$ cat src/rtl/des_round_ctrl.sv
// des_round_ctrl: sequencer for an iterative DES datapath.
// One Feistel round per clock, reused ROUNDS times per block.
// It accepts a job over in_valid/in_ready and presents completion over out_valid/out_ready.
// Optional build macro DES_CTRL_ABORT_EN adds an 'abort' input.
// Abort cancels a job that is in LOAD, ROUND or FINAL.
//
// state   | meaning
// --------+-----------------------------------------------------------
// S_IDLE  | waiting for a job, in_ready high
// S_LOAD  | ld_init: IP(in) -> L/R, PC-1(k) -> C/D
// S_ROUND | one Feistel round per cycle, round_idx 1..ROUNDS
// S_FINAL | ld_final: IP^-1({R,L}) -> output register
// S_HOLD  | out_valid high until the consumer takes the result

module des_round_ctrl #(
    parameter int ROUNDS = 16,
    parameter int CNT_W  = 5
) (
    input  logic             clk,
    input  logic             rst_n,
    input  logic             in_valid,
    output logic             in_ready,
    input  logic             e,
`ifdef DES_CTRL_ABORT_EN
    input  logic             abort,
`endif
    output logic             ld_init,
    output logic             round_en,
    output logic [CNT_W-1:0] round_idx,
    output logic [1:0]       key_shift,
    output logic             key_dir,
    output logic             ld_final,
    output logic             out_valid,
    input  logic             out_ready,
    output logic             busy
);

    typedef enum logic [2:0] {
        S_IDLE  = 3'd0,
        S_LOAD  = 3'd1,
        S_ROUND = 3'd2,
        S_FINAL = 3'd3,
        S_HOLD  = 3'd4
    } state_t;

    state_t           state_q, state_d;
    logic [CNT_W-1:0] cnt_q, cnt_d;
    logic             dir_q, dir_d;
    logic             abort_hit;

`ifdef DES_CTRL_ABORT_EN
    assign abort_hit = abort;
`else
    assign abort_hit = 1'b0;
`endif

    // State, round counter and latched direction; synchronous active-low reset.
    always_ff @(posedge clk) begin
        if (!rst_n) begin
            state_q <= S_IDLE;
            cnt_q   <= '0;
            dir_q   <= 1'b0;
        end else begin
            state_q <= state_d;
            cnt_q   <= cnt_d;
            dir_q   <= dir_d;
        end
    end

    // Next-state logic and strobes.
    always_comb begin
        state_d   = state_q;
        cnt_d     = cnt_q;
        dir_d     = dir_q;
        in_ready  = 1'b0;
        ld_init   = 1'b0;
        round_en  = 1'b0;
        round_idx = '0;
        ld_final  = 1'b0;
        out_valid = 1'b0;
        case (state_q)
            S_IDLE: begin
                in_ready = 1'b1;
                if (in_valid) begin
                    dir_d   = e;
                    state_d = S_LOAD;
                end
            end
            S_LOAD: begin
                ld_init = 1'b1;
                cnt_d   = CNT_W'(1);
                state_d = S_ROUND;
            end
            S_ROUND: begin
                round_en  = 1'b1;
                round_idx = cnt_q;
                if (cnt_q == CNT_W'(ROUNDS)) begin
                    cnt_d   = '0;
                    state_d = S_FINAL;
                end else begin
                    cnt_d = cnt_q + CNT_W'(1);
                end
            end
            S_FINAL: begin
                ld_final = 1'b1;
                state_d  = S_HOLD;
            end
            S_HOLD: begin
                out_valid = 1'b1;
                if (out_ready) state_d = S_IDLE;
            end
            default: begin
                state_d = S_IDLE;
                cnt_d   = '0;
            end
        endcase
        // Abort only cancels work in flight; a finished block in HOLD is kept.
        if (abort_hit && (state_q == S_LOAD || state_q == S_ROUND || state_q == S_FINAL)) begin
            state_d = S_IDLE;
            cnt_d   = '0;
        end
    end

    assign busy = (state_q != S_IDLE);

    // Per-round C/D rotate command.
    // Decrypt skips the round-1 rotate because C/D already sit at the final
    // encrypt position (cumulative rotation 28).
    always_comb begin
        key_shift = 2'd0;
        key_dir   = 1'b0;
        if (state_q == S_ROUND) begin
            key_dir = ~dir_q;
            case (cnt_q)
                CNT_W'(1):  key_shift = dir_q ? 2'd1 : 2'd0;
                CNT_W'(2),
                CNT_W'(9),
                CNT_W'(16): key_shift = 2'd1;
                default:    key_shift = 2'd2;
            endcase
        end
    end

endmodule

$ cat config.mk
export PLATFORM = sky130hd
export DESIGN_NAME = des_round_ctrl
export DESIGN_NICKNAME = d
export VERILOG_FILES = /design/src/rtl/des_round_ctrl.sv
export SDC_FILE = /design/constraint.sdc
export NUM_CORES = 1
export LEC_CHECK = 0
export CORE_UTILIZATION = 35
export DETAILED_ROUTE_END_ITERATION = 8
export GPL_TIMING_DRIVEN = 0
export PLACE_DENSITY_LB_ADDON = 0.1
export SYNTH_ARGS = -nofsm -noshare
export SYNTH_HDL_FRONTEND = slang
export SYNTH_SLANG_ARGS = --single-unit
$ cat constraint.sdc
create_clock -name clk -period 1.4 [get_ports clk]
set_input_delay 0.21 -clock clk [delete_from_list [all_inputs] [get_ports clk]]
set_output_delay 0.21 -clock clk [all_outputs]
set_load 0.02 [all_outputs]
==> metrics.md, run 1 <==
| Metric | Value |
|---|---|
| Top Ports | `19` |
| Placed Instances | `128` |
| Total CTS buffers | `3` |
| Worst Skew | `~5.8 ps` |
| Global-route wire length before repair | `around 2.9 mm` |
| GR Util met1 | `0.248` |
| Worst-path clk slew | `approximately 70 ps` |
| Vias | `slightly above 700` |
| Core area | `roughly 2000 um^2` |
| Sequential area share after synthesis | `0.247` |
| Final setup fails | `9` |
| Violated checks | `negative setup slack` |
| Vias in the first global route | `around 640` |
| Worst Setup End Kind | `output pin` |
| Placer Congestion | `roughly 0.7` |
| Mean Syn Cell Area | `approximately 8.8 um^2` |
| Flop pwr share | `0.352` |
| Peak VDD IR | `0.523 mV` |
| Worst-path maximum fanout | `3` |
| Worst R2R Path Depth | `5` |
| Std cell rows | `16` |
| Via density | `around 5.0` |
| Share of post-route cells with drive strength above 1 | `0.591` |
| Slack of the worst reg-to-reg path | `roughly 80 ps` |
| Initial antenna violation count | `0` |
| Die W | `47.7 um` |
| Max Slew Vio Count | `0` |
| Total power | `0.000860 W` |
| Leakage | `roughly 0.48 nW` |
| Clock sink count | `9` |
| Post-synth ARST share | `0` |
| Htree depth | `1` |
| TritonRoute pass-1 iters | `4` |
| Fillers | `slightly below 200` |
| Crit start category | `flop` |
| Net Switching | `~0.00030 W` |
| Routed WL | `1.91 mm` |
| Buffers on Ports | `18` |
| Cell Area, Synth | `around 730 um^2` |
| Fin cells | `142` |
| Setup crit start | `cnt_q[1]` |
| Clock share of power | `0.241` |
| Detailed Place HPWL | `between 1 and 1.5 mm` |
| Chip height | `roughly 48 um` |
| TritonCTS clock tree | `yes` |
| Reg2reg start | `cnt_q[1]` |
| Fin area | `~1200 um^2` |
| CP required | `1190 ps` |
| Slowest Stage Delay on Critical Path | `390 ps` |
| Die ar. | `~2300 um^2` |
| Pwr dens | `roughly 730 nW/um^2` |
| WL per Instance | `about 13 um` |
| Synth Instances | `83` |
| Final Cycle Share | `1.16` |
| Critical path arrival | `around 1400 ps` |
| DRC Markers | `0` |
| Unique masters post-synth | `37` |
| Setup WS post-layout | `-223 ps` |
| Final Hold Fails | `0` |
| Initial core utilization | `0.372` |
| Most Crowded Layer GR | `met2` |
| Root Driver | `clkbuf_4` |
| Slew HR | `0.793` |
| Reg-to-Reg End | `state_q[2]` |
| Crit path time final | `1620 ps` |
| Ys flop type | `dfxtp_1` |
| Hold Path Class | `reg2reg` |
| Antenna Violating Nets Remaining | `0` |
| Sw Ratio | `0.346` |
| Worst-case clock buffer depth | `2` |
| Post-DP Area | `about 950 um^2` |
| Met3 Use GR | `0.0226` |
| CP max stage cell | `dfxtp_4` |
| Max-Cap Viols | `0` |
| Synthesized flop and latch total | `9` |
| Area Growth Syn to Fin | `60.4%` |
| Largest net degree at the start of global routing | `11` |
| Post-layout util | `0.598` |
| Mapped Nets | `92` |
| EDFF count, synth | `0` |
| DRT iter0 DRCs | `7` |
| Aggregate global-route resource usage | `0.187` |
| Critical path class | `reg2out` |
| GRT met2 Usage | `0.311` |
| Status | `finished, violations left` |
| Internal | `0.000563 W` |
| Crit-path cells | `inv_6 -> ha_4 -> mux2i_2 -> nor3_2 -> o21a_1 -> buf_6` |
| YS warnings | `0` |
| Worst-Skew Late Latency | `between 200 and 300 ps` |
| Gr ovfl total | `0` |
| Critical path endpoint | `key_shift[0]` |
| Achievable frequency | `approximately 600 MHz` |
| Ant. Diodes | `0` |
| Worst-Margin Slew | `between 300 and 400 ps` |
| Layout Nets | `about 130` |
| RSZ-0062 raised after global routing | `true` |
| Combinational share of power | `0.407` |
-- registers in the layout, summed over array words and instances, names as in the netlist --
register and flops:
cnt_q 5, state_q 3, dir_q 1
-- per-stage QoR --
| stage | hold WS [ps] | TNS [ps] | setup WS (ps) |
|---|---|---|---|
| after floorplan | 353 | -88.5 | -88.5 |
| after global placement | 527 | -4830 | -589 |
| after detailed placement | 531 | -4910 | -621 |
| after CTS | 579 | -1010 | -221 |
| after global routing | 631 | -1450 | -269 |
| final | 573 | -854 | -223 |
-- Yosys cell counts, drive strengths merged, types with 2 or more instances --
| cell | count | area [um^2] |
|---|---|---|
| dfxtp | 9 | 180 |
| buf | 6 | 45.0 |
| inv | 6 | 22.5 |
| nand2 | 6 | 22.5 |
| nor3 | 6 | 30.0 |
| mux2i | 5 | 50.1 |
| ha | 4 | 50.1 |
| nand3 | 4 | 25.0 |
| nor2 | 4 | 17.5 |
| nor3b | 4 | 46.3 |
| a21oi | 3 | 18.8 |
| and2 | 3 | 22.5 |
| nand2b | 3 | 18.8 |
| nor4b | 2 | 23.8 |
| o21ai | 2 | 10.0 |
| o22ai | 2 | 12.5 |
| xor2 | 2 | 17.5 |
-- worst min path at each step --
| stage | cells past startpoint | to | startpoint |
|---|---|---|---|
| floorplan | 2 | cnt_q[2] | rst_n |
| global placement | 2 | dir_q | dir_q |
| detailed placement | 2 | cnt_q[1] | cnt_q[1] |
| CTS | 2 | dir_q | dir_q |
| global route | 3 | dir_q | e |
| finish | 2 | dir_q | dir_q |
-- cell families (layout without fill, tap and decap cells) --
logic type / count (synthesis) / after routing / share of synthesized area
xor gates and xnor gates: 2 / 2 / 0.0240
DFF: 9 / 9 / 0.247
AOI/OAI and AO/OA: 13 / 13 / 0.130
buffers and inverters: 12 / 44 / 0.0925
and+or+nand+nor: 38 / 38 / 0.370
muxes: 5 / 5 / 0.0685
adders and majority gates: 4 / 4 / 0.0685
-- per-layer routing --
layer	vias up	share of wire
li1	359	-
met1	333	0.44
met2	12	0.53
met3	2	0.026
met4	0	0.0047
met5	-	0
-- repair_timing --
action | in CTS | in global routing
hold buffers | 0 | 0
buffers inserted | 9 | 2
endpoints found under the hold margin | 0 | 0
cloned | 0 | 0
gates resized for setup | 102 | 18
endpoints found under the setup margin | 15 | 14
pin swaps | 6 | 6
-- layout by cell type (no fill, tap or decap), types with 2 or more instances in the layout --
master	count
a21oi_1	2
nor2_1	3
ha_4	3
dfxtp_4	4
nor3b_2	2
xor2_1	2
nand2_2	2
nor4b_2	2
buf_2	6
nand3_1	3
clkbuf_4	3
buf_4	11
inv_1	3
o22ai_1	2
nand2b_1	2
buf_6	12
nor3_1	2
inv_6	2
o21ai_0	2
nor3_2	4
and2_4	2
mux2i_1	4
clkdlybuf4s50_1	4
dfxtp_1	4
nand2_1	4
-- critical path, delay by kind of cell, from the launching register on --
kind	cells	cell delay (ps)
flops	1	390
compound gates	1	200
buf+inv	2	180
fa+ha+maj	1	160
mux	1	150
simple gates	1	70
-- final cells by class --
type / count / area [um^2] / area share
plain buffers: 5 / 43.8 / 0.0374
inverters: 6 / 32.5 / 0.0277
well taps: 27 / 33.8 / 0.0288
repair buffers: 29 / 259 / 0.221
multi-input cells: 62 / 581 / 0.495
clock buffers: 4 / 26.3 / 0.0224
flip-flops and latches: 9 / 196 / 0.168
-- power groups by stage --
stage | sequential, W | combinational [W] | clock [W]
floorplan | 0.000293 | 0.000178 | 0
global route | 0.000307 | 0.000378 | 0.000236
global placement | 0.000297 | 0.000263 | 0
CTS | 0.000296 | 0.000335 | 0.000211
finish | 0.000303 | 0.000350 | 0.000208
detailed placement | 0.000298 | 0.000265 | 0
Note: power is estimated with default switching activity, not from simulation.
==> run 2: changes to the inputs <==
--- a/config.mk
+++ b/config.mk
@@ -5,6 +5,8 @@
 export SDC_FILE = /design/constraint.sdc
 export NUM_CORES = 1
 export LEC_CHECK = 0
+export ABC_AREA = 1
+export CAP_MARGIN = 20
 export CORE_UTILIZATION = 35
 export DETAILED_ROUTE_END_ITERATION = 8
 export GPL_TIMING_DRIVEN = 0
==> metrics.md, run 2 <==
| Metric | Value |
|---|---|
| Routed WL | `1.82 mm (was 1.91 mm)` |
| Ant. Diodes | `0 (unchanged)` |
| Worst-path maximum fanout | `3 (unchanged)` |
| Post-route setup TNS | `-378 ps (was -854 ps)` |
| Global-route wire length before repair | `2.81 mm (was 2.87 mm)` |
| Largest Register | `cnt_q (unchanged)` |
| Via density | `4.71 (was 4.97)` |
| Top Registers | `cnt_q x5, state_q x3, dir_q x1 (unchanged)` |
| CP max stage cell | `dfxtp_4 (unchanged)` |
| Hold Path Class | `in2reg (was reg2reg)` |
| Synth area leader | `dfxtp_1 (unchanged)` |
| Most Crowded Layer GR | `met2 (unchanged)` |
| Final hold slack | `515 ps (was 573 ps)` |
| Die W | `45.5 um (was 47.7 um)` |
| Most common cell after layout, fill and taps aside | `nand2_1 (was buf_6)` |
| Vias | `763 (was 706)` |
| Root Driver | `clkbuf_4 (unchanged)` |
| Ys flop type | `dfxtp_1 (unchanged)` |
| Mapped Nets | `108 (was 92)` |
| Main area contributors after synthesis | `dfxtp_1 27%, nand2_1 12%, nor2_1 9.1%, ha_1 7.6%, inv_1 7.4% (was dfxtp_1 25%, ha_1 6.8%, mux2i_1 6.8%, nor3_1 4.1%, nand4bb_4 3.8%)` |
| Worst Skew | `1.32 ps (was 5.78 ps)` |
| Antenna Violating Nets Remaining | `0 (unchanged)` |
| Worst-path clk slew | `70 ps (about the same)` |
| Core area | `1750 um^2 (was 1960 um^2)` |
| DRT iter0 DRCs | `10 (was 7)` |
| Met3 Use GR | `0.0238 (was 0.0226)` |
| Fillers | `154 (was 199)` |
| Peak VDD IR | `0.996 mV (was 0.523 mV)` |
| Placed Instances | `142 (was 128)` |
| Area Growth Syn to Fin | `76.7% (was 60.4%)` |
| Max Slew Vio Count | `0 (unchanged)` |
| Most common library cells after synthesis | `22 x nand2_1, 16 x nor2_1, 13 x inv_1, 9 x dfxtp_1, 8 x nand3_1 (was 9 x dfxtp_1, 6 x inv_1, 6 x nand2_1, 6 x nor3_1, 5 x mux2i_1)` |
| GRT met2 Usage | `0.303 (was 0.311)` |
| TritonCTS clock tree | `yes (unchanged)` |
| Mean Syn Cell Area | `6.69 um^2 (was 8.80 um^2)` |
| WL per Instance | `11.2 um (was 13.5 um)` |
| Pwr dens | `1040 nW/um^2 (was 734 nW/um^2)` |
| Initial core utilization | `0.379 (was 0.372)` |
| DRC Markers | `0 (unchanged)` |
| Post-DP Area | `876 um^2 (was 950 um^2)` |
| Fin cells | `162 (was 142)` |
| Sequential area share after synthesis | `0.272 (was 0.247)` |
| Status | `finished, violations left (unchanged)` |
| Final Cycle Share | `1.13 (was 1.16)` |
| Achievable frequency | `632 MHz (was 616 MHz)` |
| Most frequent cells in the layout | `17 x nand2_1, 15 x buf_4, 12 x buf_6 (was 12 x buf_6, 11 x buf_4, 6 x buf_2)` |
| GR Util met1 | `0.251 (was 0.248)` |
| Worst-Margin Slew | `303 ps (was 310 ps)` |
| Chip height | `45.5 um (was 47.7 um)` |
| Synthesized flop and latch total | `9 (unchanged)` |
| Slowest Stage Delay on Critical Path | `360 ps (was 390 ps)` |
| Leakage | `0.522 nW (was 0.477 nW)` |
| Share of post-route cells with drive strength above 1 | `0.577 (was 0.591)` |
| Worst-case clock buffer depth | `2 (unchanged)` |
| Layout Nets | `147 (was 125)` |
| Vias in the first global route | `645 (was 637)` |
| Die ar. | `2070 um^2 (was 2270 um^2)` |
| RSZ-0062 raised after global routing | `true (unchanged)` |
| Yosys top cell area share | `0.272 (was 0.247)` |
| Crit-path cells | `inv_4 -> ha_4 -> nand3_2 -> a21oi_2 -> buf_4 -> nor2_4 -> buf_6 (was inv_6 -> ha_4 -> mux2i_2 -> nor3_2 -> o21a_1 -> buf_6)` |
| Final Hold Fails | `0 (unchanged)` |
| Fin area | `1170 um^2 (about the same)` |
| Cell Area, Synth | `662 um^2 (was 731 um^2)` |
| Unique masters post-synth | `18 (was 37)` |
| YS warnings | `0 (unchanged)` |
| Total power | `0.00122 W (was 0.000860 W)` |
| Crit path time final | `1580 ps (was 1620 ps)` |
| Slew HR | `0.798 (was 0.793)` |
| Critical path arrival | `1370 ps (was 1410 ps)` |
| Violated checks | `negative setup slack (unchanged)` |
| Htree depth | `1 (unchanged)` |
| EDFF count, synth | `0 (unchanged)` |
| Synth Instances | `99 (was 83)` |
| Largest net degree at the start of global routing | `10 (was 11)` |
| Most common cell in the netlist | `nand2_1 (was dfxtp_1)` |
| Final setup fails | `4 (was 9)` |
| Initial antenna violation count | `0 (unchanged)` |
| Placer Congestion | `0.810 (was 0.698)` |
| Flip-flop count of the largest register after layout | `5 (unchanged)` |
| Top Ports | `19 (unchanged)` |
| Post-synth ARST share | `0 (unchanged)` |
| Detailed Place HPWL | `1.13 mm (was 1.20 mm)` |
| Std cell rows | `15 (was 16)` |
| Worst Setup End Kind | `output pin (unchanged)` |
| CP required | `1190 ps (about the same)` |
| Critical path class | `reg2out (unchanged)` |
| Total CTS buffers | `3 (unchanged)` |
| Aggregate global-route resource usage | `0.185 (was 0.187)` |
| Gr ovfl total | `0 (unchanged)` |
| Crit start category | `flop (unchanged)` |
| Buffers on Ports | `18 (unchanged)` |
| Clock sink count | `9 (unchanged)` |
| Worst-Skew Late Latency | `260 ps (about the same)` |
| Setup WS post-layout | `-182 ps (was -223 ps)` |
| TritonRoute pass-1 iters | `5 (was 4)` |
| Max-Cap Viols | `0 (unchanged)` |
## run 2: cell types whose count changed after synthesis, sizes merged, moves of 6 or more
cell   before  now
a21oi       3    9
nor3        6    0
inv         6   15
nor2        4   20
nand2       6   26
## run 2: report_power, final
group / internal, W / leakage [nW] / switching, W
logic: 0.000319 / 0.426 / 0.000355
clock network: 0.000105 / 0.0177 / 0.0000994
registers: 0.000290 / 0.0777 / 0.0000519
## run 2: critical path: cells and delay by family (launching register included)
kind / cells / cell delay (ps)
adder cells (fa/ha/maj): 1 / 140
buffers and inverters: 3 / 340
flip-flops: 1 / 360
AO/OA/AOI/OAI: 1 / 180
AND/OR/NAND/NOR: 2 / 100
## run 2: kinds of logic after synthesis
| family | count (synthesis) | share of synthesized area |
|---|---|---|
| compound gates | 10 | 0.0869 |
| simple gates | 59 | 0.450 |
| xor+xnor | 1 | 0.0132 |
| fa+ha+maj | 4 | 0.0756 |
| flops | 9 | 0.272 |
| buf+inv | 16 | 0.102 |
## run 2: stage by stage
step / utilization / setup WS, ps
global placement: 0.502 / -577
finish: 0.670 / -182
floorplan: - / -25.3
detailed placement: 0.502 / -589
global route: 0.670 / -266
CTS: 0.592 / -169
## run 2: worst paths after layout
check / startpoint / endpoint / slack, ps / cells past startpoint
min: rst_n / cnt_q[0] / 520 / 3
max: cnt_q[1] / key_shift[1] / -180 / 7
min reg2reg: dir_q / dir_q / 520 / 2
max reg2reg: cnt_q[1] / cnt_q[4] / 140 / 8
## run 2: what timing repair did
item | 4_1_cts | 5_1_grt
gates cloned | 0 | 0
setup endpoints to repair | 14 | 11
buffers inserted | 8 | 8
hold buffers | 0 | 0
gates resized for setup | 92 | 34
endpoints found under the hold margin | 0 | 0
pin swaps | 7 | 9
## run 2: per-layer routing
layer / vias to the layer above / wire (um)
li1: 395 / -
met1: 352 / 824
met4: 0 / 11
met2: 14 / 924
met3: 2 / 61
met5: - / 0
## run 2: layout make-up
cell class	count	area, um^2	share of cell area
timing repair buffer	34	297	0.253
clock inverter	1	5.00	0.00428
sequential	9	203	0.173
clock buffer	3	22.5	0.0193
buffer	1	11.3	0.00963
inverter	15	66.3	0.0567
tap	25	31.3	0.0267
multi-input combinational	74	534	0.457
==> run 3: changes to the inputs <==
--- a/config.mk
+++ b/config.mk
@@ -6,6 +6,7 @@
 export NUM_CORES = 1
 export LEC_CHECK = 0
 export ABC_AREA = 1
+export ABC_CLOCK_PERIOD_IN_PS = 1400
 export CAP_MARGIN = 20
 export CORE_UTILIZATION = 35
 export DETAILED_ROUTE_END_ITERATION = 8
==> results of run 3 <==
No change in the layout: final DEF, timing and power equal those of run 2.
